<file path="config.mk">
export PLATFORM = sky130hd
export DESIGN_NAME = axi_wdata_tx
export DESIGN_NICKNAME = d
export VERILOG_FILES = /design/src/rtl/axi_wdata_tx.sv
export SDC_FILE = /design/constraint.sdc
export NUM_CORES = 1
export LEC_CHECK = 0
export ABC_AREA = 1
export CORE_ASPECT_RATIO = 0.6
export CORE_MARGIN = 5
export CORE_UTILIZATION = 45
export DETAILED_ROUTE_END_ITERATION = 10
export GPL_ROUTABILITY_DRIVEN = 0
export GPL_TIMING_DRIVEN = 1
export PLACE_DENSITY = 0.72
export SETUP_SLACK_MARGIN = 0.05
export SYNTH_ARGS = -nofsm -noshare
export SYNTH_HDL_FRONTEND = slang
export SYNTH_SLANG_ARGS = --single-unit
</file>
<file path="constraint.sdc">
create_clock -name tx_clk -period 2.2 [get_ports tx_clk]
set_input_delay 0.33 -clock tx_clk [delete_from_list [all_inputs] [get_ports tx_clk]]
set_output_delay 0.33 -clock tx_clk [all_outputs]
set_load 0.03 [all_outputs]
</file>
<file path="src/rtl/axi_wdata_tx.sv">
// -----------------------------------------------------------------------------
// axi_wdata_tx
//   AXI3-style W-channel transmitter. Burst descriptors (id, beats-1, user)
//   are queued in a small FIFO and a separate stream of data words is turned
//   into W beats carrying the descriptor's id/user, with wlast on the final
//   beat of every burst. Single clock domain.
//
// Optional feature (compile-time macro):
//   AXI_WDATA_TX_STALL_CNT_EN - adds output stall_cnt[15:0], a saturating
//   count of cycles in which a W beat is offered but not accepted.
//
// Parameters:
//   CMD_DEPTH   descriptor FIFO depth (power of two, >= 2)
//
// Ports:
//   tx_clk, txreset            clock, async active-high reset
//   in_cid/in_clen/in_cuser    descriptor id, beats-1, user bits
//   in_cvalid / out_cready     descriptor handshake
//   in_wdata/in_wstrb          data word and byte strobes
//   in_dvalid / out_dready     data word handshake
//   out_wid/out_wdata/out_wstrb/out_wuser/out_wlast   W beat payload
//   out_mwvalid / in_mwready   W beat handshake
//   out_busy                   burst active, beat pending or FIFO non-empty
//   stall_cnt                  (macro only) saturating stall-cycle counter
// -----------------------------------------------------------------------------
module axi_wdata_tx #(
  parameter int unsigned CMD_DEPTH = 4
) (
  input  logic        tx_clk,
  input  logic        txreset,
  input  logic [3:0]  in_cid,
  input  logic [3:0]  in_clen,
  input  logic [1:0]  in_cuser,
  input  logic        in_cvalid,
  output logic        out_cready,
  input  logic [31:0] in_wdata,
  input  logic [3:0]  in_wstrb,
  input  logic        in_dvalid,
  output logic        out_dready,
  output logic [3:0]  out_wid,
  output logic [31:0] out_wdata,
  output logic [3:0]  out_wstrb,
  output logic [1:0]  out_wuser,
  output logic        out_wlast,
  output logic        out_mwvalid,
  input  logic        in_mwready,
  output logic        out_busy
`ifdef AXI_WDATA_TX_STALL_CNT_EN
  ,
  output logic [15:0] stall_cnt
`endif
);

  localparam int unsigned ID_W   = 4;
  localparam int unsigned LEN_W  = 4;
  localparam int unsigned USER_W = 2;
  localparam int unsigned DATA_W = 32;
  localparam int unsigned STRB_W = 4;
  localparam int unsigned PTR_W  = $clog2(CMD_DEPTH);
  localparam int unsigned CNT_W  = PTR_W + 1;

  typedef struct packed {
    logic [ID_W-1:0]   id;
    logic [LEN_W-1:0]  len;
    logic [USER_W-1:0] user;
  } cmd_t;

  typedef enum logic {
    IDLE = 1'b0,
    SEND = 1'b1
  } state_t;

  // ---------------------------------------------------------------------------
  // Descriptor FIFO
  // ---------------------------------------------------------------------------
  cmd_t             mem_q [CMD_DEPTH];
  logic [PTR_W-1:0] wr_ptr_q, wr_ptr_d;
  logic [PTR_W-1:0] rd_ptr_q, rd_ptr_d;
  logic [CNT_W-1:0] count_q, count_d;
  logic             fifo_full;
  logic             fifo_empty;
  logic             push;
  logic             pop;
  cmd_t             cmd_in;
  cmd_t             head;

  state_t              state_q;
  logic [ID_W-1:0]     cur_id_q;
  logic [LEN_W-1:0]    cur_len_q;
  logic [USER_W-1:0]   cur_user_q;
  logic [LEN_W-1:0]    beat_cnt_q;

  logic [ID_W-1:0]     wid_q;
  logic [DATA_W-1:0]   wdata_q;
  logic [STRB_W-1:0]   wstrb_q;
  logic [USER_W-1:0]   wuser_q;
  logic                wlast_q;
  logic                wvalid_q;

  logic                out_slot_free;
  logic                load;
  logic                last_beat;

  assign fifo_full  = (count_q == CNT_W'(CMD_DEPTH));
  assign fifo_empty = (count_q == '0);

  // Reset gates the ready so nothing is accepted while the block is held.
  assign out_cready = ~fifo_full & ~txreset;
  assign push       = in_cvalid & out_cready;
  // The IDLE state is the only consumer of the FIFO head.
  assign pop        = (state_q == IDLE) & ~fifo_empty;

  assign cmd_in = '{id: in_cid, len: in_clen, user: in_cuser};
  assign head   = mem_q[rd_ptr_q];

  // Pointer and occupancy next-state; simultaneous push+pop leaves count as is.
  always_comb begin
    wr_ptr_d = wr_ptr_q;
    rd_ptr_d = rd_ptr_q;
    count_d  = count_q;
    if (push) begin
      wr_ptr_d = wr_ptr_q + PTR_W'(1);
    end
    if (pop) begin
      rd_ptr_d = rd_ptr_q + PTR_W'(1);
    end
    case ({push, pop})
      2'b10:   count_d = count_q + CNT_W'(1);
      2'b01:   count_d = count_q - CNT_W'(1);
      default: count_d = count_q;
    endcase
  end

  // FIFO pointer/occupancy registers.
  always_ff @(posedge tx_clk or posedge txreset) begin
    if (txreset) begin
      wr_ptr_q <= '0;
      rd_ptr_q <= '0;
      count_q  <= '0;
    end else begin
      wr_ptr_q <= wr_ptr_d;
      rd_ptr_q <= rd_ptr_d;
      count_q  <= count_d;
    end
  end

  // FIFO storage; contents are don't-care until written, so no reset.
  always_ff @(posedge tx_clk) begin
    if (push) begin
      mem_q[wr_ptr_q] <= cmd_in;
    end
  end

  // ---------------------------------------------------------------------------
  // Beat sequencing
  // ---------------------------------------------------------------------------
  // The output register can accept a new beat when empty or draining this cycle.
  assign out_slot_free = ~wvalid_q | in_mwready;
  assign out_dready    = (state_q == SEND) & out_slot_free;
  assign load          = in_dvalid & out_dready;
  assign last_beat     = (beat_cnt_q == cur_len_q);

  // Burst FSM: IDLE pops a descriptor, SEND counts beats until cur_len.
  always_ff @(posedge tx_clk or posedge txreset) begin
    if (txreset) begin
      state_q    <= IDLE;
      cur_id_q   <= '0;
      cur_len_q  <= '0;
      cur_user_q <= '0;
      beat_cnt_q <= '0;
    end else begin
      case (state_q)
        IDLE: begin
          if (!fifo_empty) begin
            cur_id_q   <= head.id;
            cur_len_q  <= head.len;
            cur_user_q <= head.user;
            beat_cnt_q <= '0;
            state_q    <= SEND;
          end
        end
        SEND: begin
          if (load) begin
            if (last_beat) begin
              state_q <= IDLE;
            end else begin
              beat_cnt_q <= beat_cnt_q + LEN_W'(1);
            end
          end
        end
        default: state_q <= IDLE;
      endcase
    end
  end

  // W output register; payload holds after a drain so only valid drops.
  always_ff @(posedge tx_clk or posedge txreset) begin
    if (txreset) begin
      wid_q    <= '0;
      wdata_q  <= '0;
      wstrb_q  <= '0;
      wuser_q  <= '0;
      wlast_q  <= 1'b0;
      wvalid_q <= 1'b0;
    end else if (load) begin
      wid_q    <= cur_id_q;
      wdata_q  <= in_wdata;
      wstrb_q  <= in_wstrb;
      wuser_q  <= cur_user_q;
      wlast_q  <= last_beat;
      wvalid_q <= 1'b1;
    end else if (in_mwready) begin
      wvalid_q <= 1'b0;
    end
  end

  assign out_wid     = wid_q;
  assign out_wdata   = wdata_q;
  assign out_wstrb   = wstrb_q;
  assign out_wuser   = wuser_q;
  assign out_wlast   = wlast_q;
  assign out_mwvalid = wvalid_q;
  assign out_busy    = (state_q == SEND) | wvalid_q | ~fifo_empty;

`ifdef AXI_WDATA_TX_STALL_CNT_EN
  // Saturating count of offered-but-not-taken beat cycles.
  logic [15:0] stall_cnt_q;

  always_ff @(posedge tx_clk or posedge txreset) begin
    if (txreset) begin
      stall_cnt_q <= '0;
    end else if (wvalid_q && !in_mwready && (stall_cnt_q != 16'hFFFF)) begin
      stall_cnt_q <= stall_cnt_q + 16'd1;
    end
  end

  assign stall_cnt = stall_cnt_q;
`endif

endmodule

</file>
==> flow_summary_export.csv, run 1 <==
group,metric,value,unit
timing,tightest_slew,0.708,ns
final_layout,ff_latch_area,2850,sq um
power,p_seq_frac,0.405,
global_route,grt_max_degree,67,
global_route,grt.total_usage,0.168,
synth,avgSynthCellArea,10.1,sq um
place,port_buffers,97,
global_route,grt_pass1_vias,3108,
cts,cts_sinks,106,
die,die-area,11600,sq um
routing,drt_iter0_markers,139,
routing,vias_per_cell,4.74,
worst_setup_path,crit_type,"flop to primary output",
global_route,grt_pass1_wl,15300,microns
place,hpwl,6490,microns
synth,synth_area,4260,sq um
final_layout,antenna_cells,0,
cts,clk_latency,0.34,ns
worst_setup_path,cp_max_fo,3,
worst_setup_path,slowest_stage,"clkdlybuf4s50_1",
global_route,grt-ovfl-total,0,
timing,fin_setup_tns,0,ns
power,switching_share,0.371,
synth,seq_area_frac_synth,0.669,
die,ios,98,
timing,fin_ws,0.207,ns
power,p_sw,2.73,mW
routing,avgRoutedWirePerCell,13.9,microns
min_path,hold_class,"input pin to async pin",
synth,synth_fp_nets,480,
die,start_util,0.462,
power,pwr-share-comb,0.385,
worst_setup_path,required,1.87,ns
place,post-place-ws,0.0302,ns
final_layout,drive_gt1_frac,0.0713,
status,status,"finished clean",
timing,min_period_over_period,0.906,
die,core-area,9220,sq um
power,p_per_area,1280,nW/um^2
synth,ys_types,21,
timing,setup_viol,0,
timing,relSlewSlack,0.528,
die,die_h,85.4,microns
global_route,grt_antenna_before_repair,0,
worst_setup_path,worst_path_largest_cell_delay,0.68,ns
routing,drc,0,
synth,netlist_instances,422,
worst_setup_path,worst-path-buf-inv,2,
worst_setup_path,cpLargestDelayFamily,"buffers and inverters",
timing,hold_viol_final,0,
final_layout,finalNetCount,586,
worst_setup_path,cp_cell_sequence,"inv_1, nor2_1, nor2_4, clkdlybuf4s50_1",
flow_run,cap_violations,0,
die,die_w,136,microns
worst_setup_path,cp_data_arrival_time,1.66,ns
cts,clk_path_buf_depth,2,
final_layout,synthToLayoutAreaGrowth,34.5,%
cts,cts_resized,0,
routing,wirelength,9190,microns
synth,yosys_register_bits,106,
power,p_clk_frac,0.210,
timing,rsz0062_at_grt,"false",
synth,yosys_warnings,0,
timing,fmax,502,MHz
routing,num_vias,3140,
power,p_int,4.63,mW
final_layout,utilization,0.622,
cts,cts_hold_buf,0,
final_layout,multiInputGateArea,1230,sq um
cts,h-tree-depth,3,
routing,ant_nets,0,
die,rows,27,
worst_setup_path,crit_path_start_kind,"flop",
timing,finalMaxSlewViolations,0,
cts,cts_tree,"built",
routing,dr.pass1.iters,4,
power,vdd_drop_max,0.547,mV
timing,fin_crit,1.99,ns
power,p_leak,2.55,nW
cts,cts_buffers,9,
worst_setup_path,end_kind,"primary output",
final_layout,num-fill-cells,769,
cts,path_clk_slew,0.07,ns
timing,clock_skew,0.00785,ns
cts,postCtsSetupBuffers,0,
cts,cts_root_buf,"clkbuf_16",
[power by group through the flow]
| stage | Combinational [mW] | Sequential (mW) | Clock, mW |
|---|---|---|---|
| after detailed placement | 2.86 | 3.01 | 0 |
| after global routing | 3.14 | 3.06 | 1.69 |
| after floorplan | 1.24 | 3.49 | 0 |
| after global placement | 2.80 | 2.98 | 0 |
| final | 2.83 | 2.98 | 1.55 |
| after CTS | 2.88 | 2.98 | 1.59 |
[cells in the mapped netlist (all sizes together)]
master | n | share of area
nand2 | 151 | 0.13
dfrtp | 66 | 0.39
o21ai | 50 | 0.059
nor2 | 44 | 0.040
edfxtp | 40 | 0.28
inv | 28 | 0.025
buf | 12 | 0.017
nand3 | 7 | 0.0082
ha | 6 | 0.018
clkbuf | 5 | 0.0044
a21oi | 4 | 0.0047
xor2 | 3 | 0.0062
nand4 | 2 | 0.0029
xnor2 | 2 | 0.0041
fa | 1 | 0.0047
mux2 | 1 | 0.0026
[cells in the final DEF, fill, tap and decap left out]
cell type,synthesis,routed
edfxtp_1,40,40
mux2_2,1,1
clkinvlp_4,0,1
nand3_1,7,7
inv_1,26,25
clkbuf_16,0,9
a21oi_1,4,3
inv_2,2,3
nor2_4,1,1
nand2_2,3,3
nand2_1,148,148
bufinv_16,0,1
ha_1,6,6
a21oi_4,0,1
o21ai_1,3,3
fa_1,1,1
dfrtp_1,66,66
clkbuf_1,5,2
buf_4,0,14
dlymetal6s2s_1,0,2
o21ai_0,47,47
nand4_1,2,2
xor2_1,3,3
clkinv_2,0,1
nor2_1,43,43
buf_12,0,1
clkdlybuf4s50_1,0,95
inv_4,0,2
xnor2_1,2,2
[sequential cells by signal, summed over array words and instances (netlist names)]
register     count
beat_cnt_q       4
out_mwvalid      1
out_wuser        2
out_wdata       32
cur_user_q       2
count_q          3
wr_ptr_q         2
rd_ptr_q         2
cur_id_q         4
out_wid          4
state_q          1
out_wstrb        4
cur_len_q        4
out_wlast        1
mem_q           40
[cells by family (layout without fill, tap and decap cells)]
group	Yosys count	count (layout)	share of synthesized area
buffers and inverters	45	156	0.0461
flip-flops	106	106	0.669
XOR/XNOR	5	5	0.0103
AO/OA/AOI/OAI	54	54	0.0634
AND/OR/NAND/NOR	204	204	0.186
adder cells (fa/ha/maj)	7	7	0.0223
multiplexers	1	1	0.00264
[layout make-up]
cell class,instances,share of cell area
clock buffer,11,0.0406
clock inverter,5,0.00960
inverter,28,0.0183
multi-input combinational,271,0.214
sequential,106,0.497
tap,130,0.0284
timing repair buffer,112,0.192
[stage by stage]
stage	power, mW	cells	hold slack, ns	area, sq um
5_1_grt	7.89	663	0.498	5740
3_5_place_dp	5.87	647	0.464	5440
6_report	7.36	663	0.460	5740
4_1_cts	7.45	663	0.478	5730
3_3_place_gp	5.78	647	0.461	5440
2_1_floorplan	4.72	422	0.426	4280
[worst paths after layout]
path	from	to	slack, ns	cells after the start
min in group tx_clk	out_wdata[16]$_DFFE_PP0P_	out_wdata[16]$_DFFE_PP0P_	0.48	2
max in group asynchronous	txreset	out_wuser[1]$_DFFE_PP0P_	1.45	3
setup reg to reg	count_q[0]$_DFFE_PP0P_	count_q[2]$_DFFE_PP0P_	0.21	9
setup / recovery	out_mwvalid$_DFFE_PP0P_	out_dready	0.21	4
hold reg to reg	out_wdata[16]$_DFFE_PP0P_	out_wdata[16]$_DFFE_PP0P_	0.48	2
hold / removal	txreset	out_wdata[8]$_DFFE_PP0P_	0.46	3
[worst reg2reg max path, delay by kind of cell, from the launching register on]
kind / cells / cell delay (ns)
AOI/OAI and AO/OA: 2 / 0.23
adders and majority gates: 2 / 0.59
and+or+nand+nor: 3 / 0.40
buffers and inverters: 1 / 0.08
xor gates and xnor gates: 1 / 0.16
DFF: 1 / 0.43
[per-layer routing]
layer / part of all wire / global-route usage
met2: 0.47 / 0.272
met1: 0.47 / 0.223
met3: 0.046 / 0.0504
met5: 0 / 0
met4: 0.013 / 0.0485
Note: power is estimated with default switching activity, not from simulation.
==> run 2, diff against run 1 <==
--- a/config.mk
+++ b/config.mk
@@ -6,9 +6,11 @@
 export NUM_CORES = 1
 export LEC_CHECK = 0
 export ABC_AREA = 1
+export CELL_PAD_IN_SITES_DETAIL_PLACEMENT = 1
+export CELL_PAD_IN_SITES_GLOBAL_PLACEMENT = 2
 export CORE_ASPECT_RATIO = 0.6
-export CORE_MARGIN = 5
-export CORE_UTILIZATION = 45
+export CORE_MARGIN = 2
+export CORE_UTILIZATION = 28
 export DETAILED_ROUTE_END_ITERATION = 10
 export GPL_ROUTABILITY_DRIVEN = 0
 export GPL_TIMING_DRIVEN = 1
==> flow_summary_export.csv, run 2 (synthesis results as in run 1) <==
group,metric,value,unit
status,status,"finished clean",
worst_setup_path,crit_path_start,"count_q[0]$_DFFE_PP0P_",
routing,dr.pass1.iters,4,
final_layout,num-fill-cells,1636,
final_layout,stdcell_area,5870,sq um
cts,cts_root_buf,"clkbuf_16",
final_layout,mostFrequentLayoutCells,"nand2_1, clkdlybuf4s50_1, dfrtp_1",
final_layout,synthToLayoutAreaGrowth,37.6,%
timing,finalMaxSlewViolations,0,
timing,min_period_over_period,0.913,
power,switching_share,0.377,
power,p_per_area,1260,nW/um^2
power,pwr-share-comb,0.389,
cts,cts_sinks,106,
power,p_leak,2.56,nW
min_path,hold_class,"flop to flop",
power,p_clk_frac,0.206,
worst_setup_path,cpLargestDelayFamily,"buffers and inverters",
final_layout,finalNetCount,587,
timing,relSlewSlack,0.536,
final_layout,utilization,0.400,
power,p_int,4.62,mW
final_layout,largest_reg_flops,40,
routing,num_vias,3129,
routing,vias_per_cell,4.27,
worst_setup_path,cp_max_fo,3,
cts,postCtsSetupBuffers,0,
worst_setup_path,worst-path-buf-inv,1,
min_path,min_to,"out_wdata[27]$_DFFE_PP0P_",
die,rows,34,
die,ios,98,
power,p_total,7.41,mW
global_route,grt-ovfl-total,0,
worst_setup_path,required,1.87,ns
timing,hold_viol_final,0,
worst_setup_path,slowest_stage,"clkdlybuf4s50_1",
worst_setup_path,critical_path_depth,3,
cts,cts_hold_buf,0,
cts,cts_buffers,9,
power,vdd_drop_max,0.481,mV
die,core-area,14700,sq um
timing,hold_ws,0.479,ns
routing,ant_nets,0,
flow_run,cap_violations,0,
worst_setup_path,worst_path_largest_cell_delay,0.68,ns
die,die_w,163,microns
timing,fmax,498,MHz
routing,drc,0,
timing,fin_setup_tns,0,ns
timing,clock_skew,0.00822,ns
worst_setup_path,crit_path_start_kind,"flop",
place,port_buffers,97,
cts,path_clk_slew,0.07,ns
global_route,grt_pass1_vias,3500,
timing,rsz0062_at_grt,"false",
worst_setup_path,r2r_end,"count_q[2]$_DFFE_PP0P_",
worst_setup_path,cp_data_arrival_time,1.68,ns
place,hpwl,7380,microns
cts,clk_path_buf_depth,2,
global_route,grt_pass1_wl,17700,microns
power,p_sw,2.79,mW
routing,wirelength,10300,microns
global_route,grt_antenna_before_repair,0,
global_route,grt_max_degree,50,
cts,clk_latency,0.34,ns
worst_setup_path,regToRegStartpoint,"count_q[0]$_DFFE_PP0P_",
cts,cts_tree,"built",
worst_setup_path,cp_cell_sequence,"nor2_4, a21oi_4, clkdlybuf4s50_1",
routing,drt_iter0_markers,118,
cts,h-tree-depth,3,
die,die-area,16300,sq um
timing,setup_viol,0,
worst_setup_path,worstRegToRegCells,9,
worst_setup_path,rrSetupSlack,0.25,ns
power,p_seq_frac,0.404,
routing,avgRoutedWirePerCell,14.1,microns
timing,tightest_slew,0.696,ns
final_layout,final_common_cell,"nand2_1",
place,post_dp_cell_area,5570,sq um
final_layout,top_register,"mem_q",
final_layout,drive_gt1_frac,0.0768,
min_path,min_path_cells,2,
final_layout,antenna_cells,0,
min_path,hp-start,"out_wdata[27]$_DFFE_PP0P_",
worst_setup_path,end_kind,"primary output",
worst_setup_path,crit_type,"flop to primary output",
timing,fin_crit,2.01,ns
global_route,grt.total_usage,0.140,
cts,cts_resized,1,
die,start_util,0.291,
die,die_h,99.6,microns
==> run 2: cell count changes in the layout (fill, tap and decap cells not counted), sizes merged <==
cell           before  now
dlymetal6s2s        2    0
bufinv              1    0
clkbuf             11   13
buf                15   16
clkdlybuf4s50      95   97
clkinvlp            1    0
==> run 2: per-layer routing <==
| layer | vias to the layer above | share of wire | track usage |
|---|---|---|---|
| li1 | 1561 | - | - |
| met1 | 1495 | 0.49 | 0.185 |
| met2 | 63 | 0.45 | 0.227 |
| met3 | 10 | 0.048 | 0.0363 |
| met4 | 0 | 0.013 | 0.0429 |
| met5 | - | 0 | 0 |
==> run 2: worst reg2reg max path, cell delays in order (launching register included) <==
cell and delay, ns:
dfrtp_1 0.45, nor2_4 0.16, nand2_1 0.10, nand2_2 0.07, inv_1 0.06, ha_1 0.22
fa_1 0.38, a21oi_1 0.13, o21ai_0 0.11, xor2_1 0.15
==> run 2: how the worst max path moves through the flow <==
stage | endpoint
final | out_cready
after global routing | count_q[2]$_DFFE_PP0P_
after CTS | out_busy
after detailed placement | count_q[2]$_DFFE_PP0P_
after global placement | count_q[2]$_DFFE_PP0P_
after floorplan | count_q[2]$_DFFE_PP0P_
==> run 2: through the flow <==
| stage | setup WS [ns] | std cells |
|---|---|---|
| 6_report | 0.190 | 732 |
| 5_1_grt | 0.0806 | 732 |
| 4_1_cts | 0.125 | 732 |
| 3_5_place_dp | 0.0276 | 716 |
| 3_3_place_gp | 0.0568 | 716 |
| 2_1_floorplan | 0.0569 | 422 |
==> run 2: power groups by stage <==
stage	registers, mW	logic (mW)	clock network [mW]
3_3_place_gp	3.00	2.86	0
6_report	3.00	2.89	1.53
4_1_cts	3.00	2.95	1.60
3_5_place_dp	3.03	2.93	0
2_1_floorplan	3.49	1.24	0
5_1_grt	3.09	3.24	1.68
==> run 2: layout make-up <==
cell class,count,area (sq um),area share
repair buffers,113,1140,0.195
multi-input cells,271,1230,0.210
flip-flops and latches,106,2850,0.486
clock buffers,13,264,0.0450
well taps,198,248,0.0422
clock inverters,3,21.3,0.00363
inverters,28,105,0.0179
